### src/rtl/ifq_pkg.sv
// Shared constants and helpers for the instruction-fetch queue.
// Everything derives from the XLEN/DEPTH parameters of the instantiating module.
package ifq_pkg;

  localparam int unsigned MaxXlen = 64;

  // Byte distance between consecutive instruction words.
  function automatic int unsigned pc_step(int unsigned xlen);
    return xlen / 8;
  endfunction

  // Wide enough to hold the value DEPTH itself.
  function automatic int unsigned ctr_width(int unsigned depth);
    return $clog2(depth) + 1;
  endfunction

  // Clears the sub-word address bits; callers truncate to their own XLEN.
  function automatic logic [MaxXlen-1:0] align_mask(int unsigned xlen);
    logic [MaxXlen-1:0] step;
    step = MaxXlen'(xlen / 8);
    return ~(step - MaxXlen'(1));
  endfunction

endpackage

### src/rtl/ifq_fifo.sv
// Prefetch FIFO holding {pc, word} pairs; flush wins over a same-cycle push.
// Head data is registered storage, so a pushed entry is visible the cycle after the push.
module ifq_fifo
  import ifq_pkg::*;
#(
  parameter int unsigned Width = 64,
  parameter int unsigned Depth = 4
) (
  input  logic                        clk_i,
  input  logic                        rst_ni,
  input  logic                        flush_i,
  input  logic                        push_i,
  input  logic [Width-1:0]            wdata_i,
  input  logic                        pop_i,
  output logic [Width-1:0]            head_o,
  output logic [ctr_width(Depth)-1:0] count_o
);

  localparam int unsigned PtrW = $clog2(Depth);
  localparam int unsigned CntW = ctr_width(Depth);

  logic [Width-1:0] mem_q [Depth];
  logic [PtrW-1:0]  wr_ptr_q, wr_ptr_d;
  logic [PtrW-1:0]  rd_ptr_q, rd_ptr_d;
  logic [CntW-1:0]  count_q, count_d;
  logic             do_push, do_pop;

  assign do_pop  = pop_i && (count_q != '0);
  assign do_push = push_i && !flush_i && (count_q != CntW'(Depth));

  always_comb begin
    wr_ptr_d = wr_ptr_q;
    rd_ptr_d = rd_ptr_q;
    count_d  = count_q;
    if (flush_i) begin
      wr_ptr_d = '0;
      rd_ptr_d = '0;
      count_d  = '0;
    end else begin
      if (do_push) wr_ptr_d = wr_ptr_q + PtrW'(1);
      if (do_pop)  rd_ptr_d = rd_ptr_q + PtrW'(1);
      count_d = count_q + CntW'(do_push) - CntW'(do_pop);
    end
  end

  always_ff @(posedge clk_i or negedge rst_ni) begin
    if (!rst_ni) begin
      wr_ptr_q <= '0;
      rd_ptr_q <= '0;
      count_q  <= '0;
    end else begin
      wr_ptr_q <= wr_ptr_d;
      rd_ptr_q <= rd_ptr_d;
      count_q  <= count_d;
    end
  end

  always_ff @(posedge clk_i) begin
    if (do_push) mem_q[wr_ptr_q] <= wdata_i;
  end

  assign head_o  = mem_q[rd_ptr_q];
  assign count_o = count_q;

endmodule

### src/rtl/ifetch_queue.sv
// Instruction-fetch front end: sequential PC generation, credit-limited memory requests,
// in-order response capture into a prefetch FIFO, flush-and-redirect and halt.
module ifetch_queue
  import ifq_pkg::*;
#(
  parameter int unsigned     XLEN     = 32,
  parameter int unsigned     DEPTH    = 4,
  parameter logic [XLEN-1:0] RESET_PC = '0
) (
  input  logic            clk_i,
  input  logic            rst_ni,
  input  logic            halt_i,
  input  logic            redirect_valid_i,
  input  logic [XLEN-1:0] redirect_pc_i,
  output logic            imem_req_valid_o,
  input  logic            imem_req_ready_i,
  output logic [XLEN-1:0] imem_req_addr_o,
  input  logic            imem_rsp_valid_i,
  input  logic [XLEN-1:0] imem_rsp_data_i,
  output logic            inst_valid_o,
  input  logic            inst_ready_i,
  output logic [XLEN-1:0] inst_data_o,
  output logic [XLEN-1:0] inst_pc_o,
  output logic            err_o
);

  localparam int unsigned     CntW      = ctr_width(DEPTH);
  localparam logic [XLEN-1:0] PcStep    = XLEN'(pc_step(XLEN));
  localparam logic [XLEN-1:0] AlignMask = XLEN'(align_mask(XLEN));

  logic [XLEN-1:0] fetch_pc_q, fetch_pc_d;
  logic [XLEN-1:0] rsp_pc_q, rsp_pc_d;
  logic [CntW-1:0] inflight_q, inflight_d;
  logic [CntW-1:0] drop_q, drop_d;
  logic            err_q, err_d;

  logic [CntW-1:0]   fifo_count;
  logic [2*XLEN-1:0] fifo_head;
  logic [CntW:0]     occupancy;
  logic [XLEN-1:0]   redirect_pc_aligned;
  logic              req_fire, rsp_ok, rsp_stray, push, pop;

  assign redirect_pc_aligned = redirect_pc_i & AlignMask;
  assign occupancy           = {1'b0, fifo_count} + {1'b0, inflight_q};

  // Gated by reset so no request is presented while the block is held in reset.
  assign imem_req_valid_o = rst_ni && !halt_i && !redirect_valid_i &&
                            (occupancy < (CntW + 1)'(DEPTH));
  assign imem_req_addr_o  = fetch_pc_q;

  assign req_fire  = imem_req_valid_o && imem_req_ready_i;
  assign rsp_ok    = imem_rsp_valid_i && (inflight_q != '0);
  assign rsp_stray = imem_rsp_valid_i && (inflight_q == '0);
  assign push      = rsp_ok && (drop_q == '0);
  assign pop       = inst_valid_o && inst_ready_i;

  always_comb begin
    fetch_pc_d = fetch_pc_q;
    rsp_pc_d   = rsp_pc_q;
    drop_d     = drop_q;
    err_d      = err_q | rsp_stray;
    inflight_d = inflight_q + CntW'(req_fire) - CntW'(rsp_ok);

    if (req_fire) fetch_pc_d = fetch_pc_q + PcStep;

    if (rsp_ok) begin
      if (drop_q != '0) drop_d = drop_q - CntW'(1);
      else              rsp_pc_d = rsp_pc_q + PcStep;
    end

    // Drop is always a subset of inflight, so this discards every outstanding response.
    if (redirect_valid_i) begin
      fetch_pc_d = redirect_pc_aligned;
      rsp_pc_d   = redirect_pc_aligned;
      drop_d     = inflight_q - CntW'(rsp_ok);
    end
  end

  always_ff @(posedge clk_i or negedge rst_ni) begin
    if (!rst_ni) begin
      fetch_pc_q <= RESET_PC;
      rsp_pc_q   <= RESET_PC;
      inflight_q <= '0;
      drop_q     <= '0;
      err_q      <= 1'b0;
    end else begin
      fetch_pc_q <= fetch_pc_d;
      rsp_pc_q   <= rsp_pc_d;
      inflight_q <= inflight_d;
      drop_q     <= drop_d;
      err_q      <= err_d;
    end
  end

  ifq_fifo #(
    .Width (2 * XLEN),
    .Depth (DEPTH)
  ) u_fifo (
    .clk_i   (clk_i),
    .rst_ni  (rst_ni),
    .flush_i (redirect_valid_i),
    .push_i  (push),
    .wdata_i ({rsp_pc_q, imem_rsp_data_i}),
    .pop_i   (pop),
    .head_o  (fifo_head),
    .count_o (fifo_count)
  );

  assign inst_valid_o = (fifo_count != '0);
  assign inst_pc_o    = fifo_head[2*XLEN-1:XLEN];
  assign inst_data_o  = fifo_head[XLEN-1:0];
  assign err_o        = err_q;

  a_credit: assert property (@(posedge clk_i) disable iff (!rst_ni)
    occupancy <= (CntW + 1)'(DEPTH));
  a_drop: assert property (@(posedge clk_i) disable iff (!rst_ni) drop_q <= inflight_q);

endmodule

### config.mk
export PLATFORM = sky130hd
export DESIGN_NAME = ifetch_queue
export DESIGN_NICKNAME = d
export VERILOG_FILES = /design/src/rtl/ifq_pkg.sv /design/src/rtl/ifq_fifo.sv /design/src/rtl/ifetch_queue.sv
export SDC_FILE = /design/constraint.sdc
export NUM_CORES = 1
export LEC_CHECK = 0
export CAP_MARGIN = 15
export CORE_MARGIN = 2
export CORE_UTILIZATION = 59
export CTS_CLUSTER_SIZE = 10
export DETAILED_ROUTE_END_ITERATION = 7
export GPL_ROUTABILITY_DRIVEN = 0
export GPL_TIMING_DRIVEN = 0
export PLACE_DENSITY = 0.86
export SYNTH_ARGS = -nofsm -noshare
export SYNTH_HDL_FRONTEND = slang
export SYNTH_SLANG_ARGS = --single-unit
### constraint.sdc
create_clock -name clk_i -period 5.7 [get_ports clk_i]
set_input_delay 0.855 -clock clk_i [delete_from_list [all_inputs] [get_ports clk_i]]
set_output_delay 0.855 -clock clk_i [all_outputs]
set_load 0.05 [all_outputs]
======== Word level (Yosys, flattened, before mapping) ========
Memories as Yosys holds them, arrays and structs flattened.
Cells that the tools add are included.
cells by class
  $add $sub $neg .......................... 11
  order comparisons ....................... 1
  equality and inequality tests ........... 2
  mux-type cells .......................... 15
  bitwise operators ....................... 1
  reduce and logical (&&, ||, !) cells .... 25
operators with widths
  operator               count
  $mux 32                5
  $add 32x3->32 const B  2
  $mux 3                 4
  $logic_and 1x1->1      11
  $reduce_bool 2->1      5
  $reduce_bool 3->1      3
  $sub 3x1->3            3
  $mux 2                 4
  $add 3x1->3            2
  $logic_not 3->1        2
  $add 2x1->2 const B    2
  $add 3x3->4            1
  $lt 4x3->1 const B     1
  $reduce_and 2->1       2
  $ne 3x3->1 const B     1
  $sub 3x1->3 const B    1
  $logic_not 1->1        2
  $mux 1                 2
  $ne 2x2->1 const B     1
  $or 1x1->1             1
word-level totals
  bits in registers ....................... 78
  memory bits (writable) .................. 256
  word-level logic and storage cells ...... 64
  memories kept ........................... 1
memories
  memory        depth  width  read ports  clocked after memory_dff  wr ports  RTL line        source
  u_fifo.mem_q  4      64     1           0                         1         ifq_fifo.sv:22  logic [Width-1:0] mem_q [Depth];

======== Longest topological paths before layout ========
Gate-level depths: netlist of run 1.
  depth after elaboration ................. 8
  mapped depth ............................ 12

======== Hierarchy ========
From an unflattened synthesis of run 1, not the netlist that was laid out.
second synthesis, totals
  cells, all modules ...................... 794
  area, all modules ....................... 13601.8 µm²
modules (own cells, without submodules)
  module        times used  cells each  area each (µm²)  seq. area each (µm²)
  ifq_fifo      1           375         9671.8           7862.5
  ifetch_queue  1           419         3930.0           1676.6

======== Worst setup path after synthesis of run 1 ========
OpenSTA, ideal clock, no wires.
  path type ............................... input-to-reg
  start ................................... input imem_rsp_valid_i
  end ..................................... memory u_fifo.mem_q[0][0], enable pin
  data arrival time ....................... 3.435 ns
  slack ................................... 1.838 ns
  stages on the path ...................... 3
  path buffers ............................ 0
  path through ............................ nand3b_1 -> a2111oi_1 -> and2_1
on the way
  word-level cells in the longest chain between the ends .. 6
RTL lines
  item                             RTL line            source
  from (decl)                      ifetch_queue.sv:18  input logic imem_rsp_valid_i,
  $logic_and 1x1->1                ifetch_queue.sv:52  assign rsp_ok = imem_rsp_valid_i && (inflight_q != '0);
  $logic_and 1x1->1                ifetch_queue.sv:54  assign push = rsp_ok && (drop_q == '0);
  $logic_and 1x1->1 (2 in series)  ifq_fifo.sv:29      assign do_push = push_i && !flush_i && (count_q != CntW'(Depth));
  $mux 1                           ifq_fifo.sv:59      if (do_push) mem_q[wr_ptr_q] <= wdata_i;
  $mux 1 (implied by the code)     ifq_fifo.sv:59
  to (decl)                        ifq_fifo.sv:22
No other way between the ends.

======== Final worst setup path of run 1 ========
  start ................................... register u_fifo.rd_ptr_q[0]
  end ..................................... output inst_pc_o[28]
on the way
  word-level cells in the longest chain between the ends .. 1
RTL lines
  item                    RTL line            source
  from (decl)             ifq_fifo.sv:24      logic [PtrW-1:0] rd_ptr_q, rd_ptr_d;
  from (signal assigned)  ifq_fifo.sv:53      rd_ptr_q <= rd_ptr_d;
  $mem_v2 4x64            --
  to (decl)               ifetch_queue.sv:23  output logic [XLEN-1:0] inst_pc_o,
No other way between the ends.

==> results of run 1 <==
-- synthesized netlist by cell type (all sizes together) (3+ instances only) --
master  instances
a21o            4
a21oi          11
and2           12
and3           16
and4            3
buf            19
clkbuf         18
dfrtp          74
edfxtp        248
ha             16
inv            18
mux2            5
mux4           62
nand2          61
nand3          31
nand3b          3
nand4          21
nor2           25
nor3           11
nor4            7
o211ai         12
o21ai          39
o311ai          7
o31ai           4
or2             3
or3             7
xnor2          17
xor2           21
-- per-layer routing --
layer  vias to the layer above  global-route usage, %  part of all wire (%)
met3                        69                  4.707                   7.4
met2                       452                  40.89                    49
met5                         -                      0                     0
li1                       3541                      -                     -
met4                         0                  8.170                   2.9
met1                      4016                  35.36                    41
-- worst max-delay path, cell delays in order, from the launching register on --
cell,delay (ns)
sky130_fd_sc_hd__dfrtp_1,0.32
sky130_fd_sc_hd__clkbuf_1,0.45
sky130_fd_sc_hd__buf_1,0.67
sky130_fd_sc_hd__mux4_2,0.58
sky130_fd_sc_hd__clkdlybuf4s50_1,0.76
-- through the flow --
stage               utilization (%)  hold WS, ns  setup WS [ns]
floorplan                         -       0.4952          1.838
global placement              69.42       0.4381        -0.7241
detailed placement            69.98       0.4433          1.494
CTS                           74.94       0.2178          1.400
global route                  74.97       0.2318          1.262
finish                        74.97       0.2304          1.553
-- worst max path at each step --
stage                               endpoint                from
after CTS                      inst_pc_o[27]  u_fifo.rd_ptr_q[0]
after global routing           inst_pc_o[27]  u_fifo.rd_ptr_q[0]
after global placement         inflight_q[2]              rst_ni
final                          inst_pc_o[28]  u_fifo.rd_ptr_q[0]
after floorplan           u_fifo.mem_q[0][0]    imem_rsp_valid_i
after detailed placement       inflight_q[2]    redirect_valid_i
-- flip-flops by register name (all words and copies together), names as in the netlist --
name	count
drop_q	3
u_fifo.count_o	3
u_fifo.mem_q	248
inflight_q	3
rsp_pc_q	30
err_o	1
u_fifo.rd_ptr_q	2
u_fifo.wr_ptr_q	2
imem_req_addr_o	30
-- kinds of logic (layout without fill, tap and decap cells) --
| logic type | Yosys count | count (layout) |
|---|---|---|
| and+or+nand+nor | 204 | 204 |
| adders and majority gates | 18 | 18 |
| muxes | 68 | 68 |
| buffers and inverters | 55 | 278 |
| other | 1 | 4 |
| AOI/OAI and AO/OA | 94 | 94 |
| xor gates and xnor gates | 38 | 38 |
| DFF | 322 | 322 |
-- final cells by class --
class	instances	area, um^2	share of cell area (%)
Timing Repair Buffer	169	1749	10.66
Buffer	37	165.2	1.006
Tap cell	280	350.3	2.135
Inverter	18	67.56	0.4117
Multi-Input combinational cell	426	3694	22.51
Sequential cell	322	9299	56.66
Clock inverter	1	5.005	0.03050
Clock buffer	53	1081	6.587
-- power by group --
part	internal [mW]	switching, mW	leakage, nW	total, mW
Combinational	0.757	1.18	1.97	1.94
Sequential	2.67	0.138	3.13	2.80
Clock	1.30	0.851	0.529	2.15
==> impl_metrics.env, run 1 <==
export IMPL_status="finished, final reports clean"
export IMPL_synth_area_leader_cell="sky130_fd_sc_hd__edfxtp_1"
export IMPL_syn_cell_area_mm2=0.01320
export IMPL_cts_repair_resized=0
export IMPL_cts_repair_timing_setup_buffer_count=0
export IMPL_layout_drive_gt1_share_pct=13.84
export IMPL_ant_nets=0
export IMPL_synth_area_per_cell_um2=16.50
export IMPL_setup_viol=0
export IMPL_filler_cell_count=1295
export IMPL_main_combinational_cell_family_by_area_after_synthesis="multiplexers"
export IMPL_largest_net_degree_at_the_start_of_global_routing=63
export IMPL_synthesized_area_fraction_occupied_by_xor_and_xnor_cells_pct=2.521
export IMPL_worst_r2r_endpoint="u_fifo.mem_q[3][21]"
export IMPL_category_of_the_worst_setup_path_capture_point="primary output"
export IMPL_cts_made_buffers=38
export IMPL_detailroute_via_count=8078
export IMPL_netlist_top_cells_area="sky130_fd_sc_hd__edfxtp_1, sky130_fd_sc_hd__dfrtp_1, sky130_fd_sc_hd__mux4_2"
export IMPL_tritoncts="done"
export IMPL_synth_seq_area_share_pct=70.43
export IMPL_design_portCount=170
export IMPL_worst_skew_pair_late_latency_ns=0.51
export IMPL_finalMaxSlewViolations=0
export IMPL_die_width_um=153.6
export IMPL_fin_crit_sh_pct=72.76
export IMPL_max_freq_ghz=0.2411
export IMPL_timing_clock_skew_ns=0.01569
export IMPL_peak_supply_drop_v=0.0001945
export IMPL_critical_path_startpoint_type="flop"
export IMPL_clock_tree_htree_level_count=2
export IMPL_layout_common_cells="sky130_fd_sc_hd__edfxtp_1, sky130_fd_sc_hd__clkdlybuf4s50_1, sky130_fd_sc_hd__dfrtp_1"
export IMPL_worst_setup_path_category="reg -> out"
export IMPL_regToRegStartpoint="drop_q[0]"
export IMPL_ffs_latches_synth=322
export IMPL_placed_cell_count=1251
export IMPL_synth_edff_count=248
export IMPL_yosys_most_used_dff="sky130_fd_sc_hd__edfxtp_1"
export IMPL_route_detailed_vias_per_inst=6.185
export IMPL_die_height_um=153.6
export IMPL_reg2regPathDepth=6
export IMPL_initial_utilization_pct=60.32
export IMPL_fin_cells=1306
export IMPL_totalWireLength_mm=29.63
export IMPL_totalNegativeSetupSlack_ns=0
export IMPL_num_antenna_cells=0
export IMPL_placed_cell_area_mm2=0.01532
export IMPL_synth_adder_area_share_pct=1.819
export IMPL_drv_cap=0
export IMPL_timing_critical_path_required_ns=4.85
export IMPL_yosysWarningCount=0
export IMPL_setup_reg_to_reg_worst_slack_ns=2.31
export IMPL_mostFrequentLayoutCell="sky130_fd_sc_hd__edfxtp_1"
export IMPL_cp_arrival_ns=3.29
export IMPL_worstMarginPinSlew_ns=1.083
export IMPL_finalHoldViolCount=0
export IMPL_path_max_fanout=10
export IMPL_post_synth_num_cell_types=49
export IMPL_asyncSetResetFlopFracSynth_pct=22.98
export IMPL_max_slew_margin_rel_pct=27.61
export IMPL_route_detailed_drc=0
export IMPL_detail_route_wl_per_cell_um=22.69
export IMPL_area_delta_synth_final_pct=24.29
export IMPL_power_density_mw_per_mm2=420.1
export IMPL_port_buffer_count=163
export IMPL_synth_simple_gate_area_share_pct=7.789
export IMPL_synth_compound_area_share_pct=4.577
export IMPL_synthCells=800
export IMPL_multiplexer_fraction_of_the_synthesized_cell_area_pct=11.08
export IMPL_dr_pass1_iters=5
export IMPL_floorplan_die_area_mm2=0.02359
export IMPL_initialDrtViolationCount=636
export IMPL_grt_overflow_total=0
export IMPL_power_static_leakage_nw=5.631
export IMPL_hold_buffers=0
export IMPL_worst_setup_hold_path_clk_slew_ns=0.06
export IMPL_stdcell_area_mm2=0.01641
export IMPL_fin_nets=1101
export IMPL_row_count=54
export IMPL_cts_root_buf="sky130_fd_sc_hd__clkbuf_16"
export IMPL_cts_root_to_sink_buffers=3
export IMPL_total_power_of_the_final_layout_mw=6.894
export IMPL_grt_pass1_wl_mm=46.21
export IMPL_initial_antenna_violation_count=0
export IMPL_setup_repair_after_global_routing_missed_its_margin="no"
export IMPL_yosysTopAreaCellShare_pct=56.40
export IMPL_numClockSinks=322
export IMPL_core_area_mm2=0.02189
export IMPL_groute_usage_overall_pct=25.22
export IMPL_hold_crit_path_type="in -> async"
export IMPL_first_global_vias=8320
export IMPL_dpl_hpwl_mm=18.90
export IMPL_min_period_ns=4.147
(Power assumes the default switching activity.)
==> run 2: changes to the inputs <==
--- a/config.mk
+++ b/config.mk
@@ -7,12 +7,12 @@
 export LEC_CHECK = 0
 export CAP_MARGIN = 15
 export CORE_MARGIN = 2
-export CORE_UTILIZATION = 59
+export CORE_UTILIZATION = 50
 export CTS_CLUSTER_SIZE = 10
 export DETAILED_ROUTE_END_ITERATION = 7
 export GPL_ROUTABILITY_DRIVEN = 0
 export GPL_TIMING_DRIVEN = 0
-export PLACE_DENSITY = 0.86
+export PLACE_DENSITY = 0.78
 export SYNTH_ARGS = -nofsm -noshare
 export SYNTH_HDL_FRONTEND = slang
 export SYNTH_SLANG_ARGS = --single-unit
==> constraint.sdc (replaced) <==
create_clock -name clk_i -period 3.6 [get_ports clk_i]
set_input_delay 0.54 -clock clk_i [delete_from_list [all_inputs] [get_ports clk_i]]
set_output_delay 0.54 -clock clk_i [all_outputs]
set_load 0.05 [all_outputs]
==> run 2 against run 1 <==
Compared with the run above: die area rose by 18%; sequential power rose by 59%; highest routed layer unchanged; design area rose by 0.76%; largest power group unchanged; sequential share of layout area fell by 0.42 points; global-route usage fell by 4.8 points; non-clock buffer count rose by 1; worst hold slack got worse by 0.21 ns.
==> impl_metrics.env, run 2 (synthesis results as in run 1) <==
export IMPL_timing_critical_path_required_ns=3.06
export IMPL_worst_path_max_delay_cell="sky130_fd_sc_hd__clkdlybuf4s50_1"
export IMPL_worst_skew_pair_late_latency_ns=0.52
export IMPL_first_global_vias=7970
export IMPL_status="finished, final reports clean"
export IMPL_port_buffer_count=163
export IMPL_groute_usage_overall_pct=20.44
export IMPL_finalHoldViolCount=0
export IMPL_placed_cell_count=1308
export IMPL_floorplan_die_area_mm2=0.02772
export IMPL_total_power_of_the_final_layout_mw=10.92
export IMPL_design_portCount=170
export IMPL_hold_crit_path_type="in -> async"
export IMPL_ant_nets=0
export IMPL_route_detailed_vias_per_inst=5.793
export IMPL_dr_pass1_iters=5
export IMPL_worst_setup_path_category="reg -> out"
export IMPL_timing_final_ws_setup_ns=0.2192
export IMPL_max_flop_register="u_fifo.mem_q"
export IMPL_row_count=59
export IMPL_fin_crit_sh_pct=93.91
export IMPL_num_antenna_cells=0
export IMPL_detailroute_via_count=7913
export IMPL_clock_tree_htree_level_count=2
export IMPL_finalMaxSlewViolations=0
export IMPL_cts_made_buffers=38
export IMPL_layout_drive_gt1_share_pct=14.65
export IMPL_timing_clock_skew_ns=0.02265
export IMPL_timing_critical_path_cells="clkdlybuf4s18_2, mux4_2, clkdlybuf4s50_1"
export IMPL_dp_worst_setup_slack_ns=-0.2615
export IMPL_initialDrtViolationCount=785
export IMPL_grt_pass1_wl_mm=44.09
export IMPL_worst_setup_hold_path_clk_slew_ns=0.06
export IMPL_cp_slowest_stage_delay_ns=0.76
export IMPL_category_of_the_worst_setup_path_capture_point="primary output"
export IMPL_final_core_util_pct=63.64
export IMPL_drv_cap=0
export IMPL_fin_cells=1366
export IMPL_mostFrequentLayoutCell="sky130_fd_sc_hd__edfxtp_1"
export IMPL_numClockSinks=322
export IMPL_largest_net_degree_at_the_start_of_global_routing=60
export IMPL_fin_nets=1102
export IMPL_area_delta_synth_final_pct=25.23
export IMPL_setup_repair_after_global_routing_missed_its_margin="no"
export IMPL_fin_hold_ws_ns=0.02046
export IMPL_detail_route_wl_per_cell_um=20.91
export IMPL_path_max_fanout=10
export IMPL_die_width_um=166.5
export IMPL_power_static_leakage_nw=5.670
export IMPL_core_area_mm2=0.02598
export IMPL_initial_antenna_violation_count=0
export IMPL_max_freq_ghz=0.2958
export IMPL_cts_root_to_sink_buffers=3
export IMPL_filler_cell_count=1861
export IMPL_worstMarginPinSlew_ns=0.9776
export IMPL_largest_register_ffs=248
export IMPL_min_period_ns=3.381
export IMPL_cts_root_buf="sky130_fd_sc_hd__clkbuf_16"
export IMPL_cts_repair_timing_setup_buffer_count=0
export IMPL_critical_path_startpoint_type="flop"
export IMPL_power_density_mw_per_mm2=660.4
export IMPL_die_height_um=166.5
export IMPL_cp_arrival_ns=2.84
export IMPL_max_slew_margin_rel_pct=34.66
export IMPL_setup_viol=0
export IMPL_tritoncts="done"
export IMPL_initial_utilization_pct=50.81
export IMPL_totalWireLength_mm=28.56
export IMPL_dpl_hpwl_mm=18.81
export IMPL_peak_supply_drop_v=0.0005953
export IMPL_setup_reg_to_reg_worst_slack_ns=0.29
export IMPL_grt_overflow_total=0
export IMPL_layout_common_cells="sky130_fd_sc_hd__edfxtp_1, sky130_fd_sc_hd__clkdlybuf4s50_1, sky130_fd_sc_hd__dfrtp_1"
export IMPL_route_detailed_drc=0
## run 2: cell count changes in the layout (fill, tap and decap cells not counted), sizes merged
cell	before	now
clkdlybuf4s18	0	1
clkbuf	72	76
dlygate4sd3	0	1
buf	25	24
## run 2: worst paths after layout
check,to,start,depth (start not counted)
max,inst_pc_o[30],u_fifo.rd_ptr_q[0],3
max in group asynchronous,u_fifo.rd_ptr_q[0],rst_ni,2
max reg2reg,inflight_q[2],inflight_q[2],12
min in group clk_i,err_o,err_o,1
min reg2reg,err_o,err_o,1
min,imem_req_addr_o[23],rst_ni,2
## run 2: area by class of cell
class	instances	area [um^2]	share of cell area [%]
Multi-Input combinational cell	426	3694	22.34
Sequential cell	322	9300	56.24
Buffer	36	175.2	1.059
Clock inverter	1	5.005	0.03027
Timing Repair Buffer	171	1779	10.76
Inverter	18	67.56	0.4086
Tap cell	335	419.2	2.535
Clock buffer	57	1096	6.628
## run 2: per-stage QoR
stage	setup TNS [ns]	cell area [um^2]
after floorplan	0	13220
after detailed placement	-1.379	15410
after global routing	0	16540
after CTS	0	16530
final	0	16540
after global placement	-302.14	15270
## run 2: timing repair
action / 4_1_cts / 5_1_grt
hold buffers: 1 / 0
resized for setup: 3 / 10
setup endpoints to repair: 58 / 48
endpoints found under the hold margin: 20 / 0
## run 2: routing by layer
layer	GRT usage, %	wire, um	vias up
li1	-	-	3545
met1	28.31	12300	3951
met2	32.91	13360	369
met3	4.563	2205	48
met4	6.109	702	0
met5	0	0	-
## run 2: worst max-delay path: cells and delay by family (launching register included)
kind	cells	cell delay, ns
multiplexers	1	0.55
flip-flops	1	0.52
buffers and inverters	2	1.25
## run 2: power breakdown
group          internal (mW)  total (mW)  switching (mW)
Clock                   2.07        3.43            1.35
Combinational           1.20        3.04            1.85
Sequential              4.22        4.45           0.228
Total                   7.50        10.9            3.42
==> run 3: changes to the inputs <==
--- a/config.mk
+++ b/config.mk
@@ -5,6 +5,7 @@
 export SDC_FILE = /design/constraint.sdc
 export NUM_CORES = 1
 export LEC_CHECK = 0
+export ABC_CLOCK_PERIOD_IN_PS = 3600
 export CAP_MARGIN = 15
 export CORE_MARGIN = 2
 export CORE_UTILIZATION = 50
@@ -13,6 +14,7 @@
 export GPL_ROUTABILITY_DRIVEN = 0
 export GPL_TIMING_DRIVEN = 0
 export PLACE_DENSITY = 0.78
+export SLEW_MARGIN = 0
 export SYNTH_ARGS = -nofsm -noshare
 export SYNTH_HDL_FRONTEND = slang
 export SYNTH_SLANG_ARGS = --single-unit
==> results of run 3 <==
Same layout as run 2: the final DEF is identical, and so are final timing and power.
==> variant: new RTL, config.mk and constraints of run 1 <==
Set the parameter `DEPTH` to 2 (it was 4).
--- a/src/rtl/ifetch_queue.sv
+++ b/src/rtl/ifetch_queue.sv
@@ -4,7 +4,7 @@
   import ifq_pkg::*;
 #(
   parameter int unsigned     XLEN     = 32,
-  parameter int unsigned     DEPTH    = 4,
+  parameter int unsigned     DEPTH    = 2,
   parameter logic [XLEN-1:0] RESET_PC = '0
 ) (
   input  logic            clk_i,
Behaviour: not the same (Yosys sat finds a counterexample within 4 cycles, from zero or initial values and one cycle with rst_ni low).
==> variant against run 1 <==
Setup slack better by 0.16 ns; cell area is 33% lower; sequential share of layout area is 6.8 points lower; power is 35% lower; sequential cell count is 129 lower; die area is 35% lower; worst hold slack better by 0.24 ns; fmax is 4.0% higher; wire length is 31% lower; synthesized area is 36% lower; synthesized cell count is 22% lower; global-route usage is 2.1 points higher; largest cell class unchanged.
==> variant: results (changes against run 1) <==
stage;metric;value;unit;change
run_status;status;complete, no violations;;
placed_design;hpwl;14.2;mm;-25%
yosys;ys_async_sr_fraction;35.8;%;+13 points
power_and_ir_drop;p_leak;3.95;nW;-30%
final_layout;layout-drive-gt1-share;15.0;%;+1.2 points
final_layout;largest_reg_flops;124;;-50%
grt;met2_usage;45.4;%;+4.5 points
power_and_ir_drop;power_switching_share;36.1;%;+4.6 points
grt;track_usage;27.3;%;+2.1 points
cts;cts.clk_slew.worst_paths;0.07;ns;
placed_design;dp_slack;1.96;ns;+0.461 ns
cts;cts_resized;0;;unchanged
drt;wl_per_cell;20.4;microns;-10%
grt;use_met3;6.27;%;+1.6 points
cts;cts_made_buffers;17;;-55%
final_layout;max_flop_register;u_fifo.mem_q;;
yosys;synth.area.top_cells;edfxtp_1 (44%), dfrtp_1 (20%), mux2_2 (9.7%);;
final_layout;nFillCells;801;;-38%
setup_path;worstPathArrival;3.13;ns;-0.16 ns
hold_path;min_path_type;flip-flop to flip-flop;;
yosys;synth_warnings;0;;unchanged
yosys;synth-edff-count;124;;-50%
drt;via_count;6053;;-25%
sta;fin_worst_skew;0.00574;ns;-0.00995 ns
drt;drt_iter0_drc;510;;-20%
grt;grt_pass1_vias;5984;;-28%
drt;first_pass_iters;5;;unchanged
setup_path;crit_type;flip-flop to output pin;;
yosys;ys_types;52;;+6.1%
power_and_ir_drop;peakVddDrop;207;uV;+6.3%
grt;grt_pass1_wl;31.1;mm;-33%
cts;clk_path_buf_depth;2;;-1
cts;clock_latency;0.43;ns;-0.08 ns
yosys;synthXorXnorAreaFrac;4.34;%;+1.8 points
final_layout;n_antenna_cell;0;;unchanged
yosys;synthMuxAreaShare;10.2;%;-0.88 points
yosys;synth_common_cells;edfxtp_1 (124), mux2_2 (73), dfrtp_1 (69);;
grt;grt_max_degree;73;;+16%
final_layout;finalNetCount;891;;-19%
setup_path;crit_fanout;6;;-4
cts;post-cts-setup-buffers;0;;unchanged
yosys;synth_compound_area_share;5.20;%;+0.62 points
placed_design;portBuffers;162;;-0.61%
yosys;ys_seq_area_share;64.4;%;-6.1 points
cts;h-tree-depth;4;;+2
sta;tightestPinTransition;0.941;ns;-0.142 ns
grt;antenna_found_initial;0;;unchanged
cts;root_buffer;clkbuf_16;;
yosys;synth_fa_ha_area_share;1.42;%;-0.40 points
grt;met1_usage;34.7;%;-0.70 points
==> variant: cell count changes after synthesis, sizes merged, moves of 9 or more <==
cell	delta
edfxtp	-124
mux2	+69
mux4	-62
o21ai	-9
xnor2	+11
==> variant: final timing paths <==
check	cells past startpoint	slack (ns)	endpoint	startpoint
min reg2reg	1	0.47	err_o	err_o
min	1	0.47	err_o	err_o
max reg2reg	12	2.46	inflight_q[1]	inflight_q[0]
min in group asynchronous	1	0.54	imem_req_addr_o[2]	rst_ni
max in group asynchronous	1	4.55	imem_req_addr_o[14]	rst_ni
max	6	1.71	imem_req_valid_o	inflight_q[0]
==> variant: power by group through the flow <==
| stage | sequential [W] | combinational [W] | clock [W] |
|---|---|---|---|
| final | 0.00176 | 0.00159 | 0.00115 |
| after global routing | 0.00178 | 0.00167 | 0.00121 |
| after CTS | 0.00176 | 0.00159 | 0.00116 |
| after detailed placement | 0.00179 | 0.00158 | 0 |
| after global placement | 0.00178 | 0.00154 | 0 |
| after floorplan | 0.00185 | 0.000997 | 0 |
==> variant: cell type report <==
cell class	count	area share (%)
flip-flops and latches	193	49.9
multi-input cells	392	26.1
repair buffers	163	15.0
clock buffers	17	3.89
well taps	180	2.06
clock inverters	15	1.31
plain buffers	29	1.25
inverters	15	0.515
==> variant: logic make-up after synthesis <==
family / after synthesis
flip-flops: 193
multiplexers: 77
XOR/XNOR: 42
adder cells (fa/ha/maj): 9
other: 1
AO/OA/AOI/OAI: 68
buffers and inverters: 44
AND/OR/NAND/NOR: 192
==> variant: through the flow <==
| step | cell area [sq um] | std cells |
|---|---|---|
| 3_3_place_gp | 10300 | 971 |
| 5_1_grt | 10900 | 1004 |
| 2_1_floorplan | 8480 | 629 |
| 6_report | 10900 | 1004 |
| 3_5_place_dp | 10400 | 972 |
| 4_1_cts | 10900 | 1004 |
==> variant: layer usage <==
layer | up-vias | share of wire [%]
met5 | - | 0
met4 | 0 | 3.1
met3 | 57 | 10
met2 | 374 | 48
met1 | 2931 | 39
li1 | 2691 | -
==> variant: critical path, stage by stage, from the launching register on <==
cell	delay, ns
dfrtp_1	0.44
inv_1	0.10
nor2_1	0.14
fa_1	0.47
or4_4	0.58
nor2_1	0.15
clkdlybuf4s50_1	0.82
